[src/rtl/onchip_mem_stream_loader.sv]
// Framed byte-stream loader for the on-chip program RAM: parses a 4-byte header,
// packs little-endian words and writes them one per word, holding the CPU while busy.
module onchip_mem_stream_loader #(
  parameter int unsigned ADDR_WIDTH     = 9,
  parameter int unsigned TIMEOUT_CYCLES = 65535
) (
  input  logic                  clk,
  input  logic                  reset_n,
  input  logic [7:0]            s_data,
  input  logic                  s_valid,
  output logic                  s_ready,
  output logic [ADDR_WIDTH-1:0] mem_address,
  output logic [3:0]            mem_byteenable,
  output logic                  mem_chipselect,
  output logic                  mem_write,
  output logic [31:0]           mem_writedata,
  output logic                  mem_clken,
  output logic                  mem_reset_req,
  output logic                  busy,
  output logic                  done,
  output logic                  error
);

  localparam logic [2:0] H_ALO = 3'd0;
  localparam logic [2:0] H_AHI = 3'd1;
  localparam logic [2:0] H_LLO = 3'd2;
  localparam logic [2:0] H_LHI = 3'd3;
  localparam logic [2:0] DATA  = 3'd4;
  localparam logic [2:0] FIN   = 3'd5;

  localparam logic [15:0] TMO = 16'(TIMEOUT_CYCLES);

  logic [2:0]            state_q, state_d;
  logic [1:0]            bcnt_q, bcnt_d;
  logic [23:0]           shift_q, shift_d;
  logic [7:0]            alo_q, alo_d;
  logic [ADDR_WIDTH-1:0] addr_q, addr_d;
  logic [15:0]           len_q, len_d;
  logic [15:0]           idle_q, idle_d;
  logic                  wr_q, wr_d;
  logic [31:0]           wdata_q, wdata_d;
  logic [ADDR_WIDTH-1:0] waddr_q, waddr_d;
  logic                  err_q, err_d;
  logic                  acc_s;
  logic                  idle_run_s;
  logic [15:0]           len_hdr_s;

  assign acc_s      = s_valid & s_ready;
  assign idle_run_s = (state_q != H_ALO) && (state_q != FIN);
  assign len_hdr_s  = {s_data, len_q[7:0]};

  // Next-state: header parsing, word assembly, write issue and idle timeout
  always_comb begin
    state_d = state_q;
    bcnt_d  = bcnt_q;
    shift_d = shift_q;
    alo_d   = alo_q;
    addr_d  = addr_q;
    len_d   = len_q;
    wdata_d = wdata_q;
    waddr_d = waddr_q;
    wr_d    = 1'b0;
    err_d   = 1'b0;
    idle_d  = 16'd0;

    if (acc_s) begin
      case (state_q)
        H_ALO: begin
          alo_d   = s_data;
          state_d = H_AHI;
        end
        H_AHI: begin
          addr_d  = ADDR_WIDTH'({s_data, alo_q});
          state_d = H_LLO;
        end
        H_LLO: begin
          len_d   = {8'h00, s_data};
          state_d = H_LHI;
        end
        H_LHI: begin
          len_d   = len_hdr_s;
          bcnt_d  = 2'd0;
          state_d = (len_hdr_s == 16'd0) ? FIN : DATA;
        end
        DATA: begin
          bcnt_d  = bcnt_q + 2'd1;
          shift_d = {s_data, shift_q[23:8]};
          if (bcnt_q == 2'd3) begin
            wr_d    = 1'b1;
            wdata_d = {s_data, shift_q};
            waddr_d = addr_q;
            addr_d  = addr_q + ADDR_WIDTH'(1);
            len_d   = len_q - 16'd1;
            state_d = (len_q == 16'd1) ? FIN : DATA;
          end else begin
            wr_d = 1'b0;
          end
        end
        default: state_d = H_ALO;
      endcase
    end else if (state_q == FIN) begin
      state_d = H_ALO;
    end else if (idle_run_s) begin
      // An accepted byte always beats the timeout, hence this sits in the no-byte branch
      if ((TMO != 16'd0) && ((idle_q + 16'd1) == TMO)) begin
        state_d = H_ALO;
        bcnt_d  = 2'd0;
        err_d   = 1'b1;
        idle_d  = 16'd0;
      end else begin
        idle_d  = idle_q + 16'd1;
      end
    end else begin
      idle_d = 16'd0;
    end
  end

  // State and datapath registers
  always_ff @(posedge clk or negedge reset_n) begin
    if (!reset_n) begin
      state_q <= H_ALO;
      bcnt_q  <= 2'd0;
      shift_q <= 24'd0;
      alo_q   <= 8'd0;
      addr_q  <= '0;
      len_q   <= 16'd0;
      idle_q  <= 16'd0;
      wr_q    <= 1'b0;
      wdata_q <= 32'd0;
      waddr_q <= '0;
      err_q   <= 1'b0;
    end else begin
      state_q <= state_d;
      bcnt_q  <= bcnt_d;
      shift_q <= shift_d;
      alo_q   <= alo_d;
      addr_q  <= addr_d;
      len_q   <= len_d;
      idle_q  <= idle_d;
      wr_q    <= wr_d;
      wdata_q <= wdata_d;
      waddr_q <= waddr_d;
      err_q   <= err_d;
    end
  end

  assign s_ready        = (state_q != FIN);
  assign busy           = (state_q != H_ALO);
  assign done           = (state_q == FIN);
  assign mem_clken      = ~busy;
  assign mem_reset_req  = busy;
  assign mem_write      = wr_q;
  assign mem_chipselect = wr_q;
  assign mem_writedata  = wdata_q;
  assign mem_address    = waddr_q;
  assign mem_byteenable = 4'hF;
  assign error          = err_q;

endmodule

[config.mk]
export PLATFORM = sky130hd
export DESIGN_NAME = onchip_mem_stream_loader
export DESIGN_NICKNAME = d
export VERILOG_FILES = /design/src/rtl/onchip_mem_stream_loader.sv
export SDC_FILE = /design/constraint.sdc
export NUM_CORES = 1
export LEC_CHECK = 0
export ABC_AREA = 1
export BUFFER_PORTS_ARGS = -buffer_cell sky130_fd_sc_hd__buf_2
export CAP_MARGIN = 20
export CORE_UTILIZATION = 53
export DETAILED_ROUTE_END_ITERATION = 16
export PLACE_DENSITY = 0.76
export SLEW_MARGIN = 0
export SYNTH_ARGS = -nofsm -noshare
export SYNTH_HDL_FRONTEND = slang
export SYNTH_SLANG_ARGS = --single-unit
[constraint.sdc]
create_clock -name clk -period 1.65 [get_ports clk]
set_input_delay 0.0825 -clock clk [delete_from_list [all_inputs] [get_ports clk]]
set_output_delay 0.0825 -clock clk [all_outputs]
set_load 0.01 [all_outputs]
### Yosys cells after proc, flatten, opt, wreduce, memory -nomap -nowiden

Index checks and enable logic that the tools add are counted.

| operators by class | value |
|---|---|
| add/sub/neg operators | 4 |
| multipliers | 0 |
| divide/modulo/power cells | 0 |
| $lt $le $gt $ge | 0 |
| eq/ne operators | 13 |
| shifts and indexed selects | 0 |
| mux-type cells | 28 |
| bitwise gates (word level) | 3 |
| reductions and logical operators | 19 |

Operator list:

| cell | count |
|---|---|
| two-way mux 16 bit | 5 |
| case mux 16 bit (3 select lines) | 1 |
| case mux 9 bit (2 select lines) | 1 |
| adder 16 x 1 -> 16 bit (second input constant) | 1 |
| == test 16 x 1 -> 1 bit (second input constant) | 1 |
| == test 16 bit (second input constant) | 1 |
| zero test 16 bit | 1 |
| subtractor 16 x 1 -> 16 bit (second input constant) | 1 |
| two-way mux 3 bit | 5 |
| case mux 3 bit (5 select lines) | 1 |
| AND reduction 3 bit | 4 |
| nonzero test 3 bit | 4 |
| adder 9 x 1 -> 9 bit (second input constant) | 1 |
| two-way mux 1 bit | 9 |
| two-way mux 9 bit | 1 |
| two-way mux 2 bit | 4 |
| AND reduction 4 bit | 2 |
| nonzero test 2 bit | 4 |
| == test 3 x 2 -> 1 bit (second input constant) | 2 |
| == test 3 bit (second input constant) | 2 |
| != test 3 bit (second input constant) | 2 |
| case mux 2 bit (2 select lines) | 1 |
| AND reduction 2 bit | 2 |
| == test 3 x 1 -> 1 bit (second input constant) | 1 |
| 9 further kinds | 10 |

| word-level totals | value |
|---|---|
| register bits after elaboration | 121 |
| bits in latches | 0 |
| bits in writable memories | 0 |
| memory bits (read-only) | 0 |
| bits of input ports | 11 |
| output and inout port bits | 53 |
| memories kept | 0 |

### Logic depth before layout (Yosys ltp)

Gate-level depths: netlist of run 1.

| depth | value |
|---|---|
| word-level depth | 6 |
| mapped depth | 14 |

### Worst setup path before layout of run 1

Ideal clock, no wire load.

| timing path | value |
|---|---|
| path kind | register -> register |
| from | register state_q[0] |
| to | register wdata_q[1] (netlist: mem_writedata[1]) |
| data arrival time | 1.597 ns |
| required time | 1.525 ns |
| slack | -0.072 ns |
| stages on the path, launching flop included | 8 |
| cells stage by stage | dfrtp_1 nor2_1 nand2_4 nor2_8 inv_2 nor2_8 buf_4 mux2_2 |

| between the ends | value |
|---|---|
| cells in the longest elaborated chain, start to end | 3 |
| elaborated cells between the ends (all ways) | 4 |
| classes of those cells | eq/ne (2); bitwise (1); reduce/logical (1) |

RTL lines:

| what | line | source |
|---|---|---|
| start, declared | 33 | `logic [2:0] state_q, state_d;` |
| start signal, assigned | 133 | `state_q <= state_d;` |
| != test 3 bit | 147 | `assign s_ready = (state_q != FIN);` |
| bitwise AND 1 bit | 48 | `assign acc_s = s_valid & s_ready;` |
| AND reduction 3 bit (no line) * | n/a |  |
| end signal, assigned | 141 | `wdata_q <= wdata_d;` |
| end, declared | 41 | `logic [31:0] wdata_q, wdata_d;` |

Mark *: on every way between the ends. The rest lies on a longest branch, timed or not.
A chain may end at the register's enable or synchronous reset.

### Final worst setup path of run 1

| timing path | value |
|---|---|
| from | register idle_q[0] |
| to | register idle_q[12] |

| between the ends | value |
|---|---|
| cells in the longest elaborated chain, start to end | 6 |

RTL lines:

| what | line | source |
|---|---|---|
| start, declared | 39 | `logic [15:0] idle_q, idle_d;` |
| start signal, assigned | 139 | `idle_q <= idle_d;` |
| adder 16 x 1 -> 16 bit * | 105, 111 |  |
| == test 16 bit | 105 | `if ((TMO != 16'd0) && ((idle_q + 16'd1) == TMO)) begin` |
| two-way mux 16 bit * | 105 |  |
| two-way mux 16 bit * | 103 | `end else if (idle_run_s) begin` |
| two-way mux 16 bit * | 101 | `end else if (state_q == FIN) begin` |
| two-way mux 16 bit * | 66 | `if (acc_s) begin` |
| net idle_d[12] | 39 |  |

The timed path passes the listed nets; every way through them passes the cells marked *.

==> metrics.md, run 1 <==
| Metric | Value |
|---|---|
| Starting Density | `0.556` |
| Core area | `about 10000 um^2` |
| Starting DRC count in detailed routing | `between 500 and 600` |
| First-pass GRT wire length | `25400 um` |
| Final RePlAce weighted congestion | `0.888` |
| VDD IR max | `0.00118 V` |
| Grt total ovfl | `0` |
| Mapped Area | `a little under 6000 um^2` |
| RSZ-0062 raised after global routing | `true` |
| Largest fanout on the critical path | `8` |
| Port Buf Inserts | `59` |
| Max-slew headroom | `0.593` |
| Worst skew pair latency | `around 550 ps` |
| Mapped Avg Cell Area | `8.72 um^2` |
| Syn Inst Count | `667` |
| Worst Setup SP | `idle_q[0]` |
| Worst r2r src | `idle_q[0]` |
| Top post-synthesis cells by area | `dfrtp_1 (52%), nand2_1 (9.9%), o21ai_0 (5.0%)` |
| Dpl cells | `900` |
| Async S/R FF share, synth | `1.00` |
| Post-synthesis sequential area ratio | `0.521` |
| Core Rows | `37` |
| EDFF count, synth | `0` |
| Yosys warning count | `0` |
| PwrDens | `around 1700 nW/um^2` |
| H-tree depth | `4` |
| Clock Skew | `between 10 and 15 ps` |
| Worst hold path type | `in -> async` |
| Area Overhead vs Synth | `46.1%` |
| TritonCTS clock tree | `yes` |
| Die area | `11400 um^2` |
| WL/cell | `20.9 um` |
| DR vias/cell | `6.10` |
| Outcome | `complete, but fails checks` |
| Register-to-Register Setup Slack | `-440 ps` |
| Vias in the first global route | `5379` |
| Synth cell types | `44` |
| CTS sink cnt | `121` |
| Area leader, netlist | `dfrtp_1` |
| Die X | `between 100 and 150 um` |
| NumNets Final | `approximately 860` |
| Root Driver | `clkbuf_8` |
| Finished Layout Cells | `988` |
| DR pass1 iterations | `8` |
| Final count of hold timing violations | `0` |
| Worst-path clk slew | `70 ps` |
| #FFs+latches synth | `121` |
| DRT antenna net count | `0` |
| Tmin final | `2090 ps` |
| Crit end category | `flip-flop` |
| Tightest Pin Transition | `610 ps` |
| Antenna diode count | `0` |
| CTS Buffer Depth | `2` |
| Top FF cell, synth | `dfrtp_1` |
| Worst endpoint required time | `a little over 2000 ps` |
| Die Y-Extent | `around 110 um` |
| Vias | `6023` |
| Period Utilization, post-route | `1.26` |
| GRT Util Overall | `0.287` |
| Leakage | `4.09 nW` |
| CP Class | `reg -> reg` |
| Num CTS Buffers | `17` |
| Failing checks | `setup timing` |
| Initial antenna violation count | `0` |
| Critical Path AT | `2510 ps` |
| Share of cells above drive strength 1 | `0.413` |
| Most frequent cells in the layout | `nand2_1 (125), dfrtp_1 (116), buf_4 (75), inv_1 (58), buf_2 (53)` |
| Final Max Tran Viols | `0` |
| Largest net degree at the start of global routing | `37` |
| Final worst setup slack | `-436 ps` |
| CP startpoint kind | `flip-flop` |
| Pre-CTS WS | `-236 ps` |
| Final WL | `20600 um` |
| Fmax | `roughly 0.48 GHz` |
| Commonest non-fill, non-tap cell in the layout | `nand2_1` |
| Drt drc | `0` |
| HPWL Detailed | `a little under 10000 um` |
| Synth top area share | `0.521` |
| Max Cap Violations | `0` |
| I/O Pins | `64` |
| Final Util | `0.812` |
| Final setup viols | `86` |
## cell usage after synthesis (all sizes together) (2+ instances only)
master and number:
nand2 160, dfrtp 121, inv 77, nor2 68, o21ai 64, nand3 28
a21oi 25, o21a 22, mux2 20, buf 15, nand4 12, clkbuf 9
ha 6, nor3 6, o22ai 5, a22oi 3, a31oi 3, nand3b 3
or2 3, xor2 3, o21bai 2
## power breakdown
group / total (mW) / leakage (nW) / switching [mW] / internal, mW
Sequential: 4.94 / 1.54 / 0.906 / 4.04
Clock: 3.63 / 0.274 / 1.69 / 1.94
Combinational: 5.64 / 2.27 / 3.22 / 2.42
## critical path, stage by stage, from the launching register on
cell and delay (ps):
dfrtp_2 440, ha_4 190, nand2_4 100, inv_2 60, nand2_1 60, nand2_1 110
inv_1 100, nand4_1 100, inv_1 130, nand3b_1 160, nor2_4 190, nand2_4 130
nand2_8 130, nor2_1 60
## sequential cells by signal (all words and copies together) (netlist names)
name,flops
state_q,3
len_q,16
mem_chipselect,1
mem_writedata,32
mem_address,9
idle_q,16
bcnt_q,2
alo_q,8
shift_q,24
error,1
addr_q,9
## final cells by class
| type | count | area [um^2] |
|---|---|---|
| multi-input combinational | 448 | 2970 |
| clock buffer | 17 | 414 |
| timing repair inverter | 1 | 6.26 |
| tap | 136 | 170 |
| sequential | 121 | 3030 |
| timing repair buffer | 172 | 1440 |
| inverter | 78 | 313 |
| clock inverter | 15 | 154 |
| fill | 549 | 1960 |
## per-layer routing
layer	vias up	share of wire	global-route usage	wire, um
met4	0	0.071	0.129	1470
met1	2895	0.34	0.341	7100
li1	2538	-	-	-
met2	444	0.50	0.496	10300
met3	146	0.083	0.0669	1710
met5	-	0	0	0
## timing repair
| action | 4_1_cts | 5_1_grt |
|---|---|---|
| hold buffers | 10 | 0 |
| setup endpoints to repair | 41 | 84 |
| gates cloned | 1 | 8 |
| buffers inserted | 13 | 26 |
| pin swaps | 15 | 38 |
| resized for setup | 42 | 168 |
| endpoints found under the hold margin | 143 | 0 |
## per-stage QoR
step / hold slack (ps) / TNS (ps) / cell area, um^2 / power (mW)
finish: 17.2 / -16580 / 8500 / 14.2
floorplan: -213 / -390 / 5850 / 7.07
global placement: 42.0 / -2250 / 6650 / 8.34
detailed placement: 44.2 / -4470 / 6650 / 8.56
global route: 56.4 / -21220 / 8500 / 14.8
CTS: 27.5 / -4440 / 7560 / 12.5
## worst paths after layout
check                                 endpoint  cells after the start
worst min-delay path                idle_q[10]                      2
worst min register to register  mem_address[8]                      1
worst max register to register      idle_q[12]                     13
worst max-delay path                idle_q[12]                     13
min in group clk                      len_q[9]                      4
max in group asynchronous       mem_address[3]                      3
## cells by family after synthesis
kind of cell               Yosys count  share of synthesized area
DFF                                121                      0.521
xor gates and xnor gates             4                    0.00602
AOI/OAI and AO/OA                  131                      0.131
other                                1                   0.000645
adders and majority gates            6                     0.0129
muxes                               20                     0.0387
buffers and inverters              102                     0.0753
and+or+nand+nor                    282                      0.215
(Power assumes the default switching activity.)
==> run 2: changes to the inputs <==
--- a/config.mk
+++ b/config.mk
@@ -9,4 +9,5 @@
 export BUFFER_PORTS_ARGS = -buffer_cell sky130_fd_sc_hd__buf_2
 export CAP_MARGIN = 20
+export CORE_ASPECT_RATIO = 2
 export CORE_UTILIZATION = 53
 export DETAILED_ROUTE_END_ITERATION = 16
@@ -16,2 +17,3 @@
 export SYNTH_HDL_FRONTEND = slang
 export SYNTH_SLANG_ARGS = --single-unit
+export TNS_END_PERCENT = 100
==> constraint.sdc (replaced) <==
create_clock -name clk -period 1.65 [get_ports clk]
set_input_delay 0.165 -clock clk [delete_from_list [all_inputs] [get_ports clk]]
set_output_delay 0.165 -clock clk [all_outputs]
set_load 0.01 [all_outputs]
==> run 2 against run 1 <==
  * The flow still finishes with violations (setup timing)
  * Critical path depth fell by 3
  * Via count rose by 1.6%
  * Sequential share of layout area fell by 1.2 points
  * Critical path type unchanged
  * Largest power group unchanged
==> metrics.md, run 2 (synthesized netlist as in run 1, its figures left out) <==
| Metric | Value |
|---|---|
| Final worst setup slack | `-483 ps (-47.3 ps)` |
| Commonest non-fill, non-tap cell in the layout | `nand2_1` |
| Fmax | `0.469 GHz (-2.2%)` |
| Max FFs per register | `32 (unchanged)` |
| Worst skew pair latency | `440 ps (-110 ps)` |
| NumNets Final | `867 (+1.3%)` |
| Core Rows | `53 (+43%)` |
| Die area | `11400 um^2 (+0.23%)` |
| Worst Setup SP | `idle_q[0]` |
| Worst r2r src | `idle_q[0]` |
| Clock Skew | `10.9 ps (-1.09 ps)` |
| Worst R2R Path Depth | `10 (-3)` |
| R2r endpoint | `idle_q[2]` |
| I/O Pins | `64 (unchanged)` |
| Worst hold path type | `in -> reg` |
| Max Cap Violations | `0 (unchanged)` |
| VDD IR max | `0.00124 V (+5.2%)` |
| TritonCTS clock tree | `yes` |
| Vias in the first global route | `5747 (+6.8%)` |
| Failing checks | `setup timing` |
| Area Overhead vs Synth | `51.0%` |
| DR vias/cell | `6.12 (+0.36%)` |
| Final WL | `22400 um (+8.6%)` |
| Final Max Tran Viols | `0 (unchanged)` |
| Port Buf Inserts | `59 (unchanged)` |
| Total Power | `15.2 mW (+7.0%)` |
| Largest fanout on the critical path | `8 (unchanged)` |
| Met1 usage | `0.301 (-0.0397)` |
| Outcome | `complete, but fails checks` |
| Hold Worst Slack | `55.2 ps (+37.9 ps)` |
| First-pass GRT wire length | `26600 um (+4.8%)` |
| Die Y-Extent | `150 um (+41%)` |
| GRT met3 Usage | `0.0630 (-0.00384)` |
| Final RePlAce weighted congestion | `0.882 (-0.69%)` |
| CP Class | `reg -> reg` |
| CP startpoint kind | `flip-flop` |
| Drt drc | `0 (unchanged)` |
| Root Driver | `clkbuf_16` |
| Filler instances | `516 (-6.0%)` |
| Tmin final | `2130 ps (+47.3 ps)` |
| Largest net degree at the start of global routing | `44 (+19%)` |
| HPWL Detailed | `10300 um (+6.6%)` |
| Crit end category | `flip-flop` |
| Max-slew headroom | `0.626 (+0.0324)` |
| H-tree depth | `4 (unchanged)` |
| Core area | `10600 um^2 (+1.4%)` |
| Sequential Area | `3040 um^2 (about the same)` |
| CTS Buffer Depth | `2 (unchanged)` |
| PwrDens | `1730 nW/um^2 (+3.5%)` |
| Period Utilization, post-route | `1.29 (+0.0287)` |
| Worst-path clk slew | `70 ps (about the same)` |
| Share of cells above drive strength 1 | `0.446 (+0.0330)` |
| Setup TNS after final layout | `-19400 ps (-2820 ps)` |
| Starting Density | `0.548 (-0.00774)` |
| WL/cell | `22.4 um (+7.3%)` |
| Tightest Pin Transition | `561 ps (-48.5 ps)` |
| Met2 Use GR | `0.548 (+0.0519)` |
| RSZ-0062 raised after global routing | `true` |
| Critical Path AT | `2460 ps (-50 ps)` |
| DRT antenna net count | `0 (unchanged)` |
| Layer with the highest usage | `met2` |
| Register-to-Register Setup Slack | `-480 ps (-50 ps)` |
| Area of the multi-input gates | `3030 um^2 (+2.1%)` |
| Antenna diode count | `0 (unchanged)` |
| DR pass1 iterations | `6 (-2)` |
| Hold Crit Endpoint | `len_q[13]` |
| Most frequent cells in the layout | `nand2_1 (120), dfrtp_1 (115), buf_4 (79), inv_1 (58), buf_2 (54)` |
| Worst endpoint required time | `1970 ps (-100 ps)` |
| Leakage | `4.23 nW (+3.6%)` |
| Vias | `6118 (+1.6%)` |
| Final count of hold timing violations | `0 (unchanged)` |
| Hold depth | `3` |
| CTS sink cnt | `121 (unchanged)` |
| Initial antenna violation count | `0 (unchanged)` |
| Worst hold start | `s_data[5]` |
| Starting DRC count in detailed routing | `636 (+20%)` |
| Final setup viols | `98 (+14%)` |
| GRT Util Overall | `0.301 (+0.0143)` |
| Grt total ovfl | `0 (unchanged)` |
| Num CTS Buffers | `17 (unchanged)` |
| Die X | `76.1 um (-29%)` |
-- run 2: how the worst max path moves through the flow --
stage / slack, ps / end
2_1_floorplan: -40 / idle_q[0]
3_3_place_gp: -140 / idle_q[2]
3_5_place_dp: -220 / idle_q[11]
4_1_cts: -150 / idle_q[11]
5_1_grt: -490 / idle_q[2]
6_report: -480 / idle_q[2]
-- run 2: repair_timing --
action,4_1_cts,5_1_grt
endpoints found under the setup margin,61,93
resized for setup,72,185
buffers inserted,29,24
hold buffers,1,0
cloned,2,8
hold endpoints to repair,32,0
pin swaps,12,43
-- run 2: critical path, cell delays in order (launching register included) --
cell and delay (ps):
dfrtp_2 440, ha_4 190, nand3_2 140, o21bai_1 210, nand2_1 140, nor2_2 160
nand4_1 170, nor2_4 210, nand2_4 130, nand2_8 170, nor3_2 60
-- run 2: area by class of cell --
class / count / share of cell area
clock inverters: 15 / 0.0204
well taps: 137 / 0.0195
multi-input cells: 448 / 0.345
flip-flops and latches: 121 / 0.346
repair buffers: 182 / 0.182
repair inverters: 2 / 0.00157
clock buffers: 17 / 0.0484
inverters: 78 / 0.0373
-- run 2: metrics by stage --
| step | std cells | util | area [um^2] | setup WS, ps |
|---|---|---|---|---|
| global route | 1000 | 0.828 | 8780 | -489 |
| finish | 1000 | 0.828 | 8780 | -483 |
| global placement | 908 | 0.633 | 6710 | -137 |
| floorplan | 670 | - | 5850 | -42.8 |
| detailed placement | 908 | 0.633 | 6710 | -223 |
| CTS | 971 | 0.740 | 7860 | -147 |
-- run 2: report_power, final --
group / internal (mW) / leakage, nW / switching [mW] / total (mW)
sequential: 4.04 / 1.54 / 0.907 / 4.95
combinational: 2.74 / 2.40 / 3.60 / 6.34
clock: 2.29 / 0.292 / 1.62 / 3.91
-- run 2: layer usage --
layer	wire, um	up-vias
met3	1610	165
met2	11700	470
met1	7360	2935
met5	0	-
met4	1760	0
li1	-	2548
